<file path="config.mk">
export PLATFORM = sky130hd
export DESIGN_NAME = alu_flags_seq
export DESIGN_NICKNAME = d
export VERILOG_FILES = /design/src/rtl/alu_flags_seq.sv
export SDC_FILE = /design/constraint.sdc
export NUM_CORES = 1
export LEC_CHECK = 0
export BUFFER_PORTS_ARGS = -buffer_cell sky130_fd_sc_hd__buf_2
export CORE_MARGIN = 1.5
export CORE_UTILIZATION = 51
export DETAILED_ROUTE_END_ITERATION = 10
export GPL_ROUTABILITY_DRIVEN = 0
export GPL_TIMING_DRIVEN = 1
export PLACE_DENSITY = 0.8
export SYNTH_ARGS = -nofsm -noshare
export SYNTH_HDL_FRONTEND = slang
export SYNTH_SLANG_ARGS = --single-unit
</file>
<file path="constraint.sdc">
create_clock -name clk -period 3.2 [get_ports clk]
set_input_delay 0.32 -clock clk [delete_from_list [all_inputs] [get_ports clk]]
set_output_delay 0.32 -clock clk [all_outputs]
set_load 0.005 [all_outputs]
</file>
<file path="src/rtl/alu_flags_seq.sv">
// Slice-serial ALU: add/sub/and/or/xor/slt on WIDTH-bit operands, SLICE bits per cycle, with Z/C/V/N flags.
// Latency: done pulses NSLICE cycles after an accepted start (NSLICE+1 for slt); result/flags change only on entering DONE.
// Backpressure: start is accepted only in IDLE; starts while busy or in DONE are dropped; abort cancels RUN/FIX with no done.
module alu_flags_seq #(
  parameter int WIDTH = 32,
  parameter int SLICE = 8
) (
  input  logic             clk,
  input  logic             reset_n,
  input  logic             start,
  input  logic             abort,
  input  logic [2:0]       alucontrol,
  input  logic [WIDTH-1:0] a,
  input  logic [WIDTH-1:0] b,
  output logic             busy,
  output logic             done,
  output logic [WIDTH-1:0] result,
  output logic             Z,
  output logic             C,
  output logic             V,
  output logic             N
);

  localparam int NSLICE = WIDTH / SLICE;
  localparam int CW     = (NSLICE > 1) ? $clog2(NSLICE) : 1;

  localparam logic [2:0] OP_SUB = 3'b001;
  localparam logic [2:0] OP_AND = 3'b010;
  localparam logic [2:0] OP_OR  = 3'b011;
  localparam logic [2:0] OP_XOR = 3'b100;
  localparam logic [2:0] OP_SLT = 3'b101;

  typedef enum logic [1:0] {
    S_IDLE = 2'd0,
    S_RUN  = 2'd1,
    S_FIX  = 2'd2,
    S_DONE = 2'd3
  } state_t;

  state_t state, state_next;

  // Latched operands are shifted right each slice so slice k always sits in the low bits.
  logic [WIDTH-1:0] a_sh, b_sh, acc;
  logic [2:0]       op_q;
  logic [CW-1:0]    cnt;
  logic             carry;
  logic             slt_lt;

  logic             is_sub, is_slt, is_logic, is_arith, is_last;
  logic [SLICE-1:0] a_k, b_k, beff_k, slice_res;
  logic [SLICE:0]   sum;
  logic             v_calc;
  logic [WIDTH-1:0] acc_next, slt_word;
  logic             accept;

  assign is_sub   = (op_q == OP_SUB) || (op_q == OP_SLT);
  assign is_slt   = (op_q == OP_SLT);
  assign is_logic = (op_q == OP_AND) || (op_q == OP_OR) || (op_q == OP_XOR);
  assign is_arith = !is_logic && !is_slt;
  assign is_last  = (cnt == CW'(NSLICE - 1));
  assign accept   = start && !abort;

  assign a_k    = a_sh[SLICE-1:0];
  assign b_k    = b_sh[SLICE-1:0];
  assign beff_k = is_sub ? ~b_k : b_k;
  assign sum    = {1'b0, a_k} + {1'b0, beff_k} + {{SLICE{1'b0}}, carry};

  // Overflow is only meaningful on the top slice, where a_k/beff_k/sum hold the operand msbs.
  assign v_calc = (a_k[SLICE-1] ~^ beff_k[SLICE-1]) & (sum[SLICE-1] ^ a_k[SLICE-1]);

  // Per-slice result selection; unused opcodes fall through to add.
  always_comb begin
    slice_res = sum[SLICE-1:0];
    case (op_q)
      OP_AND:  slice_res = a_k & b_k;
      OP_OR:   slice_res = a_k | b_k;
      OP_XOR:  slice_res = a_k ^ b_k;
      default: slice_res = sum[SLICE-1:0];
    endcase
  end

  // New slice enters at the top of the accumulator so the word is aligned after NSLICE steps.
  assign acc_next = (acc >> SLICE) | (WIDTH'(slice_res) << (WIDTH - SLICE));
  assign slt_word = WIDTH'(slt_lt);

  // State register.
  always_ff @(posedge clk or negedge reset_n) begin
    if (!reset_n) state <= S_IDLE;
    else          state <= state_next;
  end

  // Next-state and handshake outputs.
  always_comb begin
    state_next = state;
    busy       = 1'b0;
    done       = 1'b0;
    case (state)
      S_IDLE: begin
        if (accept) state_next = S_RUN;
      end
      S_RUN: begin
        busy = 1'b1;
        if (abort)        state_next = S_IDLE;
        else if (is_last) state_next = is_slt ? S_FIX : S_DONE;
      end
      S_FIX: begin
        busy       = 1'b1;
        state_next = abort ? S_IDLE : S_DONE;
      end
      S_DONE: begin
        done       = 1'b1;
        state_next = S_IDLE;
      end
      default: state_next = S_IDLE;
    endcase
  end

  // Datapath: operand latch, slice stepping, and result/flag commit on the edge entering DONE.
  always_ff @(posedge clk or negedge reset_n) begin
    if (!reset_n) begin
      a_sh   <= '0;
      b_sh   <= '0;
      acc    <= '0;
      op_q   <= '0;
      cnt    <= '0;
      carry  <= 1'b0;
      slt_lt <= 1'b0;
      result <= '0;
      Z      <= 1'b0;
      C      <= 1'b0;
      V      <= 1'b0;
      N      <= 1'b0;
    end else begin
      case (state)
        S_IDLE: begin
          if (accept) begin
            a_sh  <= a;
            b_sh  <= b;
            op_q  <= alucontrol;
            acc   <= '0;
            cnt   <= '0;
            carry <= (alucontrol == OP_SUB) || (alucontrol == OP_SLT);
          end
        end
        S_RUN: begin
          if (!abort) begin
            a_sh  <= a_sh >> SLICE;
            b_sh  <= b_sh >> SLICE;
            acc   <= acc_next;
            carry <= sum[SLICE];
            cnt   <= cnt + CW'(1);
            if (is_last) begin
              slt_lt <= sum[SLICE-1] ^ v_calc;
              if (!is_slt) begin
                result <= acc_next;
                Z      <= (acc_next == '0);
                N      <= acc_next[WIDTH-1];
                C      <= is_arith & sum[SLICE];
                V      <= is_arith & v_calc;
              end
            end
          end
        end
        S_FIX: begin
          if (!abort) begin
            result <= slt_word;
            Z      <= ~slt_lt;
            N      <= slt_word[WIDTH-1];
            C      <= 1'b0;
            V      <= 1'b0;
          end
        end
        default: ;
      endcase
    end
  end

endmodule
</file>
======== Word level (Yosys, flattened, before mapping) ========
Cells that the tools add are included.
cells by class
  add/sub/neg operators ................... 3
  equal/unequal tests ..................... 17
  mux-type cells .......................... 48
  bitwise gates (word level) .............. 13
  reduce and logical (&&, ||, !) cells .... 19
operator list
  cell                                                             count
  32-bit two-way mux                                               10
  32-bit one-hot mux with 2 select lines                           4
  32-bit logical NOT                                               1
  24-bit by 32-bit OR with 32-bit output                           1
  8-bit one-hot mux with 3 select lines                            1
  1-bit two-way mux                                                19
  2-bit two-way mux                                                6
  2-bit != test, second input constant                             5
  1-bit one-hot mux with 2 select lines                            5
  8-bit by 8-bit adder with 9-bit output                           1
  9-bit by 1-bit adder with 9-bit output                           1
  3-bit == test, second input constant                             3
  8-bit bitwise AND                                                1
  8-bit two-way mux                                                1
  8-bit NOT                                                        1
  8-bit OR                                                         1
  2-bit one-hot mux with 4 select lines                            1
  8-bit XOR                                                        1
  2-bit == test, second input constant                             3
  3-bit by 1-bit == test with 1-bit output, second input constant  2
  3-bit by 2-bit == test with 1-bit output, second input constant  2
  3-bit AND reduction                                              2
  5-bit AND reduction                                              1
  1-bit logical OR                                                 4
  14 further kinds                                                 23
storage, ports and cells
  bits in registers ....................... 141
  bits of input ports ..................... 71

======== Logic depth before layout (Yosys ltp) ========
  depth in word-level cells ............... 12
  mapped depth ............................ 15
  mapped depth without buffers ............ 14

======== Worst setup path after synthesis ========
No wires, ideal clock.
  kind .................................... flip-flop to flip-flop
  start ................................... reg op_q[0]
  end ..................................... reg Z
  setup time .............................. 0.130 ns
  data arrival time ....................... 3.146 ns
  data required time ...................... 3.070 ns
  path slack .............................. -0.076 ns
  cell stages (with the launch flop) ...... 16
  period minus slack after synthesis ...... 3.276 ns
  cell sequence ........................... dfrtp_1 buf_6 buf_2 nand2_1 xnor2_1 ha_1 a211oi_1 a21oi_1 o21ai_0 nand2b_1 a21oi_1 fa_1 o21ai_0 nor3_1 o2111ai_1 o31ai_2
between the ends
  word-level cells in the longest chain between the ends .. 12
RTL lines
  item                                                                       line    RTL
  start, declared                                                            44      logic [2:0] op_q;
  start signal, assigned                                                     139     op_q <= alucontrol;
  3-bit by 1-bit == test with 1-bit output or 3-bit == test (tied branches)  56, 57
  1-bit logical OR                                                           56      assign is_sub = (op_q == OP_SUB) || (op_q == OP_SLT);
  8-bit two-way mux                                                          65      assign beff_k = is_sub ? ~b_k : b_k;
  8-bit by 8-bit adder with 9-bit output                                     66      assign sum = {1'b0, a_k} + {1'b0, beff_k} + {{SLICE{1'b0}}, carry};
  9-bit by 1-bit adder with 9-bit output                                     66
  8-bit one-hot mux with 3 select lines                                      74      case (op_q)
  24-bit by 32-bit OR with 32-bit output                                     83      assign acc_next = (acc >> SLICE) | (WIDTH'(slice_res) << (WIDTH - SLICE));
  32-bit logical NOT                                                         156     Z <= (acc_next == '0);
  1-bit two-way mux                                                          154     if (!is_slt) begin
  1-bit two-way mux                                                          152     if (is_last) begin
  1-bit two-way mux                                                          146     if (!abort) begin
  1-bit one-hot mux with 2 select lines                                      134     case (state)
  end signal, assigned                                                       156
  end signal, assigned                                                       167     Z <= ~slt_lt;
  end, declared                                                              18      output logic Z,
Several ways; a longest one is shown, not always the timed one. The select of a mux whose other input is x is not followed.
A chain may end at the register's enable or synchronous reset.

======== Final worst setup path ========
  start ................................... reg op_q[1]
  end ..................................... reg Z
Same word-level chain as after synthesis.

==> impl_metrics.toml <==
[grt]
grt_max_degree = 116
grt_pass1_wl_mm = 25.2
grt_pass1_vias = 5275
overflow = 0
track_usage_pct = 22.9
antenna_found_initial = 0

[timing]
timing.final.crit_period_ns = 3.07
setup_ws_ns = 0.129
finalHoldViolCount = 0
finalSetupViolCount = 0
tightestPinTransition_ns = 0.755
clock.fmax_ghz = 0.326
holdWs_ns = 0.125
slew_viol_final = 0
period_share_pct = 96.0
finalClockSkew_ns = 0.0113
slew-limit-headroom_pct = 49.1

[synthesis]
synth_edf_count = 0
synth_top_area_cell = "dfrtp_1"
syn_inst = 676
async_reset_ff_share_pct = 100
synthTopCellsByArea = "dfrtp_1, mux2i_1, nand2_1, ha_1, o21ai_0"
synth.net_count = 780
syn_avg_cell_area_um2 = 9.90
synth.distinct_cells = 48
synth_top_area_share_pct = 49.3
yosysSeqAreaShare_pct = 49.3
ys.flop_type = "dfrtp_1"
ys.warnings.count = 0
yosys_register_bits = 132
syn_area_um2 = 6700

[clocking]
cts_root_buffer = "clkbuf_16"
ctsHtreeMaxLevel = 4
path_clk_slew_ns = 0.06
numCtsBuffers = 17
clk_latency_ns = 0.43
cts.sinks = 132
clockBufferDepth = 2
cts_tree = "yes"

[hold_path]
holdPathStages = 3
worstHoldStart = "a[25]"
hold_path_class = "input port to register"
hold_end = "a_sh[25]"

[place]
place_ws_ns = 0.0303
place_hpwl_mm = 10.5
io_buffers = 108
dpl.cell_count = 927

[floorplan]
start_util_pct = 52.6
dieArea_um2 = 13800
die-height_um = 118
core-area_um2 = 12700
rows = 41
io_pins = 109
die_w_um = 118

[critical_path]
r2r_cells = 14
rr_endpoint = "Z"
critPathLaunchType = "register"
required_ns = 3.55
crit_top_cell = "a21oi_2"
arrival_ns = 3.42
reg2reg_setup_slack_ns = 0.13
worst-setup-path-type = "register to register"
crit_path_cell_trace = "inv_1, nand2_4, xnor2_1, fa_1, nand3b_1, a21oi_2, o21ai_1, nand2b_1, a21oi_2, fa_2, o21ai_2, nor3_1, o2111ai_1, o31ai_2"
rr_startpoint = "op_q[1]"
slowest_stage = "fa_2"
cp_max_fo = 5
end_kind = "register"
max_stage_delay_ns = 0.62

[layout]
layout_common_cells = "dfrtp_1, nand2_1, buf_2"
final_core_util_pct = 63.4
mostFrequentLayoutCell = "dfrtp_1"
syn_to_final_growth_pct = 20.4
num-fill-cells = 1039
final_cell_count_no_fill = 960
nets = 880
n_antenna_cell = 0
drive_above_1_share_pct = 22.1

[detailed_routing]
drt-total-wl_mm = 15.1
dr.first_iter.drc_count = 353
ant_nets = 0
via_per_inst = 5.47
first_pass_iters = 5
post-route-drc-count = 0
routedWlPerCell_um = 15.8
vias = 5248

[power_and_ir_drop]
max-vdd-ir-drop_mv = 0.552
p_per_area_nw_per_um2 = 1150
p_leak_nw = 4.03

[run]
max_cap_viol_count = 0

[run_status]
status = "finished, final reports clean"
-- Yosys cell counts, types with 4 or more instances --
| cell type | instances |
|---|---|
| dfrtp_1 | 132 |
| nand2_1 | 129 |
| o21ai_0 | 59 |
| mux2i_1 | 54 |
| o21ai_1 | 33 |
| ha_1 | 30 |
| inv_1 | 27 |
| nand2b_1 | 26 |
| a22o_1 | 22 |
| clkbuf_1 | 20 |
| a21oi_1 | 18 |
| nand3b_1 | 18 |
| nor2_1 | 17 |
| buf_2 | 14 |
| xnor2_1 | 11 |
| nor4_1 | 6 |
| buf_1 | 4 |
| nand3_1 | 4 |
| o22ai_1 | 4 |
-- flip-flops by register name, summed over array words and instances, names as in the netlist --
register	flops
a_sh	32
b_sh	32
result	32
acc	24
op_q	3
cnt	2
state	2
C	1
V	1
Z	1
carry	1
slt_lt	1
-- cell type report --
cell class | count | area (um2) | share of cell area [%]
Tap cell | 172 | 215 | 2.67
Clock inverter | 10 | 149 | 1.85
Inverter | 27 | 101 | 1.26
Multi-Input combinational cell | 475 | 3140 | 39.0
Sequential cell | 132 | 3300 | 41.0
Timing Repair Buffer | 123 | 683 | 8.47
Clock buffer | 21 | 470 | 5.83
-- critical path, delay by kind of cell, from the launching register on --
kind            cells  cell delay (ns)
fa+ha+maj           2             1.00
xor+xnor            1             0.15
buf+inv             1             0.12
flops               1             0.37
compound gates      6             0.79
simple gates        4             0.56
-- cells by family (layout without fill, tap and decap cells) --
logic type / count (synthesis) / count (layout) / share of synthesized area [%]
AND/OR/NAND/NOR: 217 / 217 / 15.2
multiplexers: 57 / 57 / 8.58
AO/OA/AOI/OAI: 155 / 155 / 14.1
adder cells (fa/ha/maj): 33 / 33 / 6.50
buffers and inverters: 69 / 181 / 4.52
XOR/XNOR: 13 / 13 / 1.70
flip-flops: 132 / 132 / 49.3
-- routing by layer --
| metal | global-route usage [%] | vias up | wire (um) |
|---|---|---|---|
| li1 | - | 2519 | - |
| met3 | 7.41 | 31 | 1080 |
| met2 | 38.6 | 192 | 7540 |
| met5 | 0 | - | 0 |
| met1 | 27.7 | 2506 | 6270 |
| met4 | 8.16 | 0 | 256 |
-- worst max path at each step --
stage / startpoint / end / slack, ns
finish: op_q[1] / Z / 0.13
global route: op_q[1] / Z / -0.03
CTS: op_q[1] / Z / 0.009
detailed placement: op_q[1] / Z / 0.03
global placement: op_q[1] / Z / 0.17
floorplan: op_q[1] / Z / 0.04
-- through the flow --
| stage | total power [mW] | instance area, um2 | TNS [ns] |
|---|---|---|---|
| final | 9.30 | 8060 | 0 |
| after global routing | 9.96 | 8060 | -0.0339 |
| after CTS | 9.19 | 8020 | 0 |
| after detailed placement | 7.10 | 7390 | 0 |
| after global placement | 6.85 | 7390 | 0 |
| after floorplan | 5.89 | 6700 | 0 |
-- repair_timing --
action                                  in CTS  in global routing
endpoints found under the setup margin       0                  3
gates resized for setup                      0                 11
hold endpoints to repair                    17                  0
buffers inserted                             0                  1
hold buffers                                 1                  0
-- where the power goes --
part	internal [mW]	total (mW)	switching, mW
clock network	1.29	2.02	0.733
logic	1.90	4.34	2.44
registers	2.38	2.94	0.561
total	5.57	9.30	3.73
Power figures use the tool's default switching activity.
